**config.mk**
```make
export PLATFORM = sky130hd
export DESIGN_NAME = wb_stage_pipe
export DESIGN_NICKNAME = d
export VERILOG_FILES = /design/src/rtl/wb_stage_pipe.sv
export SDC_FILE = /design/constraint.sdc
export NUM_CORES = 1
export LEC_CHECK = 0
export ABC_AREA = 1
export CORE_UTILIZATION = 52
export DETAILED_ROUTE_END_ITERATION = 8
export GPL_TIMING_DRIVEN = 0
export PLACE_DENSITY_LB_ADDON = 0.3
export SYNTH_ARGS = -nofsm -noshare
export SYNTH_HDL_FRONTEND = slang
export SYNTH_SLANG_ARGS = --single-unit
export TNS_END_PERCENT = 100
```
**constraint.sdc**
```tcl
create_clock -name i_clk -period 8.3 [get_ports i_clk]
set_clock_uncertainty 0.2 [all_clocks]
set_input_delay 2.075 -clock i_clk [delete_from_list [all_inputs] [get_ports i_clk]]
set_output_delay 2.075 -clock i_clk [all_outputs]
set_load 0.01 [all_outputs]
```
**src/rtl/wb_stage_pipe.sv**
```systemverilog
// Writeback stage: selects/extends the result, then queues it in a DEPTH-entry FIFO toward the register file.
// Optional macro WB_MISALIGN_TRAP_EN adds misaligned-load flagging (o_misalign) that suppresses the write.
module wb_stage_pipe #(
    parameter int XLEN  = 32,
    parameter int DEPTH = 2,
    parameter int CNT_W = 32
) (
    input  logic             i_clk,
    input  logic             i_rst,
    input  logic             i_valid,
    output logic             o_ready,
    input  logic [1:0]       i_wb_sel,
    input  logic [2:0]       i_ld_rewrite,
    input  logic [XLEN-1:0]  i_pc_four,
    input  logic [XLEN-1:0]  i_alu_data,
    input  logic [XLEN-1:0]  i_ld_data,
    input  logic [4:0]       i_rd_addr,
    input  logic             i_rd_wren,
    output logic             o_valid,
    input  logic             i_ready,
    output logic [XLEN-1:0]  o_wb_data,
    output logic [4:0]       o_rd_addr,
    output logic             o_rd_wren,
`ifdef WB_MISALIGN_TRAP_EN
    output logic             o_misalign,
`endif
    output logic [CNT_W-1:0] o_retire_cnt
);
    localparam int OFF_W = $clog2(XLEN / 8);
    localparam int PTR_W = $clog2(DEPTH);
    localparam logic [PTR_W:0] FULL_CNT = (PTR_W + 1)'(DEPTH);
    localparam logic [PTR_W:0] CNT_ONE  = (PTR_W + 1)'(1);

    logic [OFF_W-1:0] off;
    logic [XLEN-1:0]  byte_sh, half_sh, word_sh;
    logic [XLEN-1:0]  ld_val, src_val, data_in;
    logic             wren_in;

    assign off     = i_alu_data[OFF_W-1:0];
    assign byte_sh = i_ld_data >> (8 * int'(off));
    assign half_sh = i_ld_data >> (16 * int'(off >> 1));
    assign word_sh = i_ld_data >> (32 * int'(off >> 2));

    // Codes 5/6 only have a distinct meaning on a 64-bit datapath; otherwise they behave as LW.
    always_comb begin
        ld_val = '0;
        case (i_ld_rewrite)
            3'd0:    ld_val = XLEN'($signed(byte_sh[7:0]));
            3'd1:    ld_val = XLEN'($signed(half_sh[15:0]));
            3'd3:    ld_val = XLEN'(byte_sh[7:0]);
            3'd4:    ld_val = XLEN'(half_sh[15:0]);
            3'd5:    ld_val = (XLEN == 64) ? XLEN'(word_sh[31:0]) : XLEN'($signed(word_sh[31:0]));
            3'd6:    ld_val = (XLEN == 64) ? i_ld_data : XLEN'($signed(word_sh[31:0]));
            default: ld_val = XLEN'($signed(word_sh[31:0]));
        endcase
    end

`ifdef WB_MISALIGN_TRAP_EN
    logic mis_in;
    always_comb begin
        mis_in = 1'b0;
        case (i_ld_rewrite)
            3'd0, 3'd3: mis_in = 1'b0;
            3'd1, 3'd4: mis_in = off[0];
            3'd5, 3'd6: mis_in = (XLEN == 64 && i_ld_rewrite == 3'd6) ? (off != '0) : (off[1:0] != 2'b00);
            default:    mis_in = (off[1:0] != 2'b00);
        endcase
        if (i_wb_sel != 2'd2) mis_in = 1'b0;
    end
`endif

    always_comb begin
        src_val = '0;
        case (i_wb_sel)
            2'd0:    src_val = i_pc_four;
            2'd1:    src_val = i_alu_data;
            2'd2:    src_val = ld_val;
            default: src_val = '0;
        endcase
        data_in = (i_rd_addr == 5'd0) ? '0 : src_val;
        wren_in = i_rd_wren && (i_rd_addr != 5'd0);
`ifdef WB_MISALIGN_TRAP_EN
        if (mis_in) wren_in = 1'b0;
`endif
    end

    // Both sides: a transfer happens on a rising edge where valid && ready; ready never depends on valid.
    logic [XLEN-1:0]  data_mem [DEPTH];
    logic [4:0]       rd_mem   [DEPTH];
    logic             wren_mem [DEPTH];
    logic [PTR_W-1:0] wr_ptr_q, wr_ptr_d, rd_ptr_q, rd_ptr_d;
    logic [PTR_W:0]   count_q, count_d;
    logic [CNT_W-1:0] retire_q, retire_d;
    logic             push, pop;

    assign o_ready = (count_q != FULL_CNT);
    assign o_valid = (count_q != '0);
    assign push    = i_valid && o_ready;
    assign pop     = o_valid && i_ready;

    always_comb begin
        wr_ptr_d = push ? wr_ptr_q + PTR_W'(1) : wr_ptr_q;
        rd_ptr_d = pop  ? rd_ptr_q + PTR_W'(1) : rd_ptr_q;
        retire_d = pop  ? retire_q + CNT_W'(1) : retire_q;
        count_d  = count_q;
        if (push && !pop) count_d = count_q + CNT_ONE;
        if (pop && !push) count_d = count_q - CNT_ONE;
    end

    always_ff @(posedge i_clk) begin
        if (i_rst) begin
            wr_ptr_q <= '0;
            rd_ptr_q <= '0;
            count_q  <= '0;
            retire_q <= '0;
        end else begin
            wr_ptr_q <= wr_ptr_d;
            rd_ptr_q <= rd_ptr_d;
            count_q  <= count_d;
            retire_q <= retire_d;
        end
    end

    always_ff @(posedge i_clk) begin
        if (push && !i_rst) begin
            data_mem[wr_ptr_q] <= data_in;
            rd_mem[wr_ptr_q]   <= i_rd_addr;
            wren_mem[wr_ptr_q] <= wren_in;
        end
    end

`ifdef WB_MISALIGN_TRAP_EN
    logic mis_mem [DEPTH];
    always_ff @(posedge i_clk) begin
        if (push && !i_rst) mis_mem[wr_ptr_q] <= mis_in;
    end
    assign o_misalign = o_valid ? mis_mem[rd_ptr_q] : 1'b0;
`endif

    assign o_wb_data    = o_valid ? data_mem[rd_ptr_q] : '0;
    assign o_rd_addr    = o_valid ? rd_mem[rd_ptr_q]   : 5'd0;
    assign o_rd_wren    = o_valid ? wren_mem[rd_ptr_q] : 1'b0;
    assign o_retire_cnt = retire_q;
endmodule

```
# Word level (Yosys, flattened, before mapping)
# Memory sizes are Yosys's and may differ from the RTL's. A register that Yosys moved wholly into a read port is not among the register bits.
# Cells that the tools add are included.
# op_classes
muxes	16
n_eq_ne	6
reduce_logical	15
n_shift	2
addsub	5
# ops
op	n
$pmux 32 s4	1
$pmux 32 s3	1
$mux 32	2
$add 32x1->32 const B	1
$shr 32x5->16	1
$shr 32x5->8	1
$mux 1	9
$logic_and 1x1->1	6
$logic_not 5->1	1
$mux 5	1
$reduce_bool 5->1	1
$mux 2	2
$reduce_bool 2->1	2
$eq 3x1->1 const B	1
$eq 3x2->1 const B	1
$eq 3x3->1 const B	1
$logic_not 1->1	3
$logic_not 3->1	1
$add 1x1->1 const B	2
$add 2x1->2 const B	1
$eq 2x1->1 const B	1
$eq 2x2->1 const B	1
$logic_not 2->1	1
$ne 2x2->1 const B	1
$sub 2x1->2 const B	1
# word_totals
n_memories	3
regBits	36
input_bits	111
ramBits	76
# mem_list
name	depth	word_bits	rd	rd_ports_with_merged_regs	write_ports	line_no	source
data_mem	2	32	1	1	1	88	logic [XLEN-1:0] data_mem [DEPTH];
rd_mem	2	5	1	1	1	89	logic [4:0] rd_mem [DEPTH];
wren_mem	2	1	1	1	1	90	logic wren_mem [DEPTH];

# Longest topological paths before layout
# logic_depth
word_depth	6
ltp_mapped	10

# Worst setup path before layout
# OpenSTA, ideal clock, no wires.
# synth_timing
path_kind	input -> register
start	in i_rst
end	mem data_mem[1][0] (enable)
arrival_time_ps	4938
path_slack_ps	2682
cell_stages	2
t_required_ps	7620
setup_time_ps	480
path_cell_list	clkbuf_1 nor3_1
# synth_via
elab_chain_len	4
# synth_rtl
element	line_no	source
start: declaration	9	input logic i_rst,
$logic_not 1->1	125	if (push && !i_rst) begin
$logic_and 1x1->1	125	
$mux 1	125	
$mux 1 (implied by the code)	126	data_mem[wr_ptr_q] <= data_in;
end: declaration	88	
# Every way passes these cells.

# Final worst setup path
# layout_timing
start	reg count_q[0]
end	out o_wb_data[27]
# layout_via
elab_chain_len	2
# layout_rtl
element	line_no	source
start: declaration	92	logic [PTR_W:0] count_q, count_d;
start signal: assignment	119	count_q <= count_d;
$reduce_bool 2->1	97	assign o_valid = (count_q != '0);
$mux 32	140	assign o_wb_data = o_valid ? data_mem[rd_ptr_q] : '0;
end: declaration	21	output logic [XLEN-1:0] o_wb_data,
# Every way passes these cells.

==> flow_results.org <==
** STA
- For the finished layout, the period the worst path requires is 4.73 ns.
- Setup violations remaining at the end of the flow were counted as 0.
- Fraction of the cycle the final worst path needs :: 0.570
- Unrepaired setup endpoints after global routing :: false
- Across all hold checks on the routed design, the worst slack comes to around 0.25 ns.
- Final hold violation count :: 0
- Post-layout worst setup margin :: 3.57 ns
- Adding up every negative setup slack in the final design gives 0 ns.
- The number of max-slew violations in the final report was 0.
- For the pin with the worst max-slew slack, the measured transition is 0.680 ns.
- For this run, the top clock speed supported by timing is about 210 MHz.
- The worst pin sits at a relative slew slack of 0.547.

** Routing
- Vias post-DR :: 6723
- In this run the remaining antenna-violating nets after routing total 0.
- DRC errors left :: 0
- The first detailed-routing pass ran for 5 iterations.
- Total Routed Length :: 18.9 mm
- Number of DRC violations after detailed-routing iteration 0 :: 593
- In the final routed layout, each cell accounts on average for 15.0 microns.
- Detailed-route vias per instance :: 5.34

** Floorplan
- The floorplan has 40 rows.
- The die is 113 microns tall.
- For this configuration, the core starts out at a cell density of 0.534.
- The floorplan step set the die width to 113 microns.
- Top-level port count :: 183
- The die covers 12800 sq um.
- Core region area :: 12100 sq um

** Worst setup path
- Cells along the critical path :: nor2_1 > buf_2 > buf_1 > a21oi_1 > clkdlybuf4s50_1
- Kind of critical path :: reg -> out
- Worst path max stage delay :: 0.51 ns
- Launching element type of the critical path :: flip-flop
- Critical path's slowest cell :: sky130_fd_sc_hd__clkdlybuf4s50_1
- Highest fanout seen on the critical path :: 10
- STA classifies the critical path endpoint as an output port.
- Data on the critical path is required at its endpoint by 6.03 ns.
- Arr. time, crit path :: 2.45 ns

** Clock network
- H-tree depth :: 4
- After clock tree synthesis, the clock-pin slew on the worst setup and hold paths is 0.05 ns.
- Gates resized during post-CTS repair numbered 0.
- TritonCTS built the clock tree.
- Hold buffers post-CTS :: 0
- Clk_lat worst skew :: 0.41 ns
- No sink is reached through more buffers than the 2 on the longest clock path.
- Clock net sink count :: 113
- Setup Buffers After CTS :: 0
- CTS placed an instance of sky130_fd_sc_hd__clkbuf_16 at the clock tree root.
- TritonCTS created 17 clock buffers.

** Finish
- 0 antenna diodes ended up in the layout.
- The library cell used most frequently in the layout, excluding fill and tap cells, is sky130_fd_sc_hd__nand2_1.
- Compared with the post-synthesis result, the final layout area differs by 40.0%.
- Summing all flip-flop and latch instances after layout gives roughly 3000 sq um.
- The top cell types in the final layout, fill and taps aside, are sky130_fd_sc_hd__nand2_1, sky130_fd_sc_hd__clkdlybuf4s50_1, sky130_fd_sc_hd__a21oi_1.
- For this run, the number of standard cells in the final layout without fillers is 1260.
- The final layout contains between 1000 and 1500 nets.
- Area occupied by multi-input gates :: 2880 sq um
- Count of filler cells inserted in the layout :: 944
- Share of layout cells above drive strength 1 :: 0.0604

** GRT
- After global routing the overflow that remains totals 0.
- Entering global routing, the biggest net connects 28 pins.
- Global-route wire length before repair :: 29.8 mm
- Across every metal layer, demand over resource in global routing totals 0.302.
- The via count of the first global-routing pass came to 6268.
- Initial antenna violation count :: 0

** Logic synthesis
- Synthesis instantiated 34 different standard cells from the library.
- In this run the mean area of a mapped cell was 7.37 sq um.
- After synthesis, the cell types taking the most area are sky130_fd_sc_hd__edfxtp_1, sky130_fd_sc_hd__nand2_1, sky130_fd_sc_hd__dfxtp_1.
- Post-synth top area cell :: sky130_fd_sc_hd__edfxtp_1
- Counting flops and latches in the post-synthesis netlist gives between 100 and 150.
- Net count after synthesis :: 988
- Share of the synthesized area in the top cell type :: 0.354
- Share of the yosys chip area belonging to registers :: 0.469
- Cell area after technology mapping :: about 6400 sq um
- Synthesized netlist cell count :: just under 900
- During synthesis, Yosys emitted a total of 0 warnings.

** Power and ir drop
- Power spread over the standard cell area amounts to 197 nW/um^2.
- The worst-case IR drop observed on VDD is 0.000127 V.
- Of the total power, combinational logic draws 0.287.
- Relative contribution of the clock network to total power :: 0.343
- Internal power consumption :: around 0.0012 W
- Of the total power, the share spent switching nets is 0.300.
- Switching power summed over all nets :: 0.000532 W
- Post-route total power :: 0.00177 W
- Sequential power share :: 0.370
- The analysis attributes to cell leakage a power of 3.65 nW.

** Worst hold path
- The path class of the tightest hold or removal check is reg -> reg.

** Place
- Port bufs :: 181
- Pre-CTS setup slack :: around 3.8 ns
- Final GP Congestion :: 0.988
- Total instance count after detailed placement :: 1228
- Dpl hpwl :: around 14 mm

** Run
- # Max-Cap Violations :: 0

** Outcome
- The run finished with clean final reports.
per-layer routing:
layer | wire length (microns) | track usage | vias up
li1 | - | - | 3288
met1 | 7770 | 0.372 | 3075
met2 | 9130 | 0.515 | 315
met3 | 1450 | 0.0691 | 45
met4 | 527 | 0.118 | 0
met5 | 0 | 0 | -
per-stage QoR:
stage / instance area [sq um] / util
2_1_floorplan: 6440 / -
3_3_place_gp: 8470 / 0.702
3_5_place_dp: 8530 / 0.707
4_1_cts: 9020 / 0.748
5_1_grt: 9020 / 0.748
6_report: 9020 / 0.748
power by group through the flow:
stage / sequential (W) / combinational [W] / clock, W
after floorplan: 0.000666 / 0.000245 / 0
after global placement: 0.000668 / 0.000493 / 0
after detailed placement: 0.000667 / 0.000506 / 0
after CTS: 0.000656 / 0.000510 / 0.000609
after global routing: 0.000659 / 0.000553 / 0.000638
final: 0.000656 / 0.000510 / 0.000609
sequential cells by signal, summed over array words and instances, names as in the netlist, named ones only:
name          count
count_q           2
rd_ptr_q          1
o_retire_cnt     32
data_mem         64
rd_mem           10
wr_ptr_q          1
wren_mem          2
area by class of cell:
class                           instances  share of cell area
Sequential cell                       113               0.335
Clock buffer                           22              0.0492
Tap cell                              168              0.0233
Clock inverter                         10             0.00499
Buffer                                 44              0.0227
Timing Repair Buffer                  185               0.207
Multi-Input combinational cell        624               0.319
Inverter                               94              0.0391
worst max-delay path, delay by kind of cell, from the launching register on:
family | cells | cell delay (ns)
buffers and inverters | 3 | 1.25
DFF | 1 | 0.34
and+or+nand+nor | 1 | 0.33
AOI/OAI and AO/OA | 1 | 0.12
logic make-up after synthesis:
group | Yosys count | synth area share
adder cells (fa/ha/maj) | 2 | 0.00388
AND/OR/NAND/NOR | 454 | 0.305
AO/OA/AOI/OAI | 163 | 0.128
flip-flops | 113 | 0.469
buffers and inverters | 138 | 0.0866
XOR/XNOR | 5 | 0.00680
final timing paths:
path / endpoint / slack (ns) / start / cells after the start
hold reg to reg: rd_ptr_q / 0.25 / rd_ptr_q / 1
setup / recovery: o_wb_data[27] / 3.57 / count_q[0] / 5
hold / removal: rd_ptr_q / 0.25 / rd_ptr_q / 1
setup reg to reg: count_q[1] / 6.34 / count_q[0] / 8
cell usage after synthesis:
master	n
sky130_fd_sc_hd__a21oi_1	137
sky130_fd_sc_hd__a21oi_2	1
sky130_fd_sc_hd__and2_1	2
sky130_fd_sc_hd__buf_1	9
sky130_fd_sc_hd__buf_2	8
sky130_fd_sc_hd__buf_4	4
sky130_fd_sc_hd__buf_6	2
sky130_fd_sc_hd__clkbuf_1	21
sky130_fd_sc_hd__clkinv_1	1
sky130_fd_sc_hd__dfxtp_1	37
sky130_fd_sc_hd__edfxtp_1	76
sky130_fd_sc_hd__ha_1	2
sky130_fd_sc_hd__inv_1	91
sky130_fd_sc_hd__inv_2	2
sky130_fd_sc_hd__nand2_1	239
sky130_fd_sc_hd__nand2_2	5
sky130_fd_sc_hd__nand2_4	2
sky130_fd_sc_hd__nand3_1	92
sky130_fd_sc_hd__nand3_2	2
sky130_fd_sc_hd__nand3_4	1
sky130_fd_sc_hd__nand3b_1	1
sky130_fd_sc_hd__nand4_1	6
sky130_fd_sc_hd__nor2_1	84
sky130_fd_sc_hd__nor2_2	4
sky130_fd_sc_hd__nor2_4	6
sky130_fd_sc_hd__nor3_1	8
sky130_fd_sc_hd__nor3b_1	1
sky130_fd_sc_hd__nor4_1	1
sky130_fd_sc_hd__o21a_1	2
sky130_fd_sc_hd__o21ai_0	21
sky130_fd_sc_hd__o21ai_1	1
sky130_fd_sc_hd__o21bai_1	1
sky130_fd_sc_hd__xnor2_1	2
sky130_fd_sc_hd__xor2_1	3
Note: power is estimated with default switching activity, not from simulation.
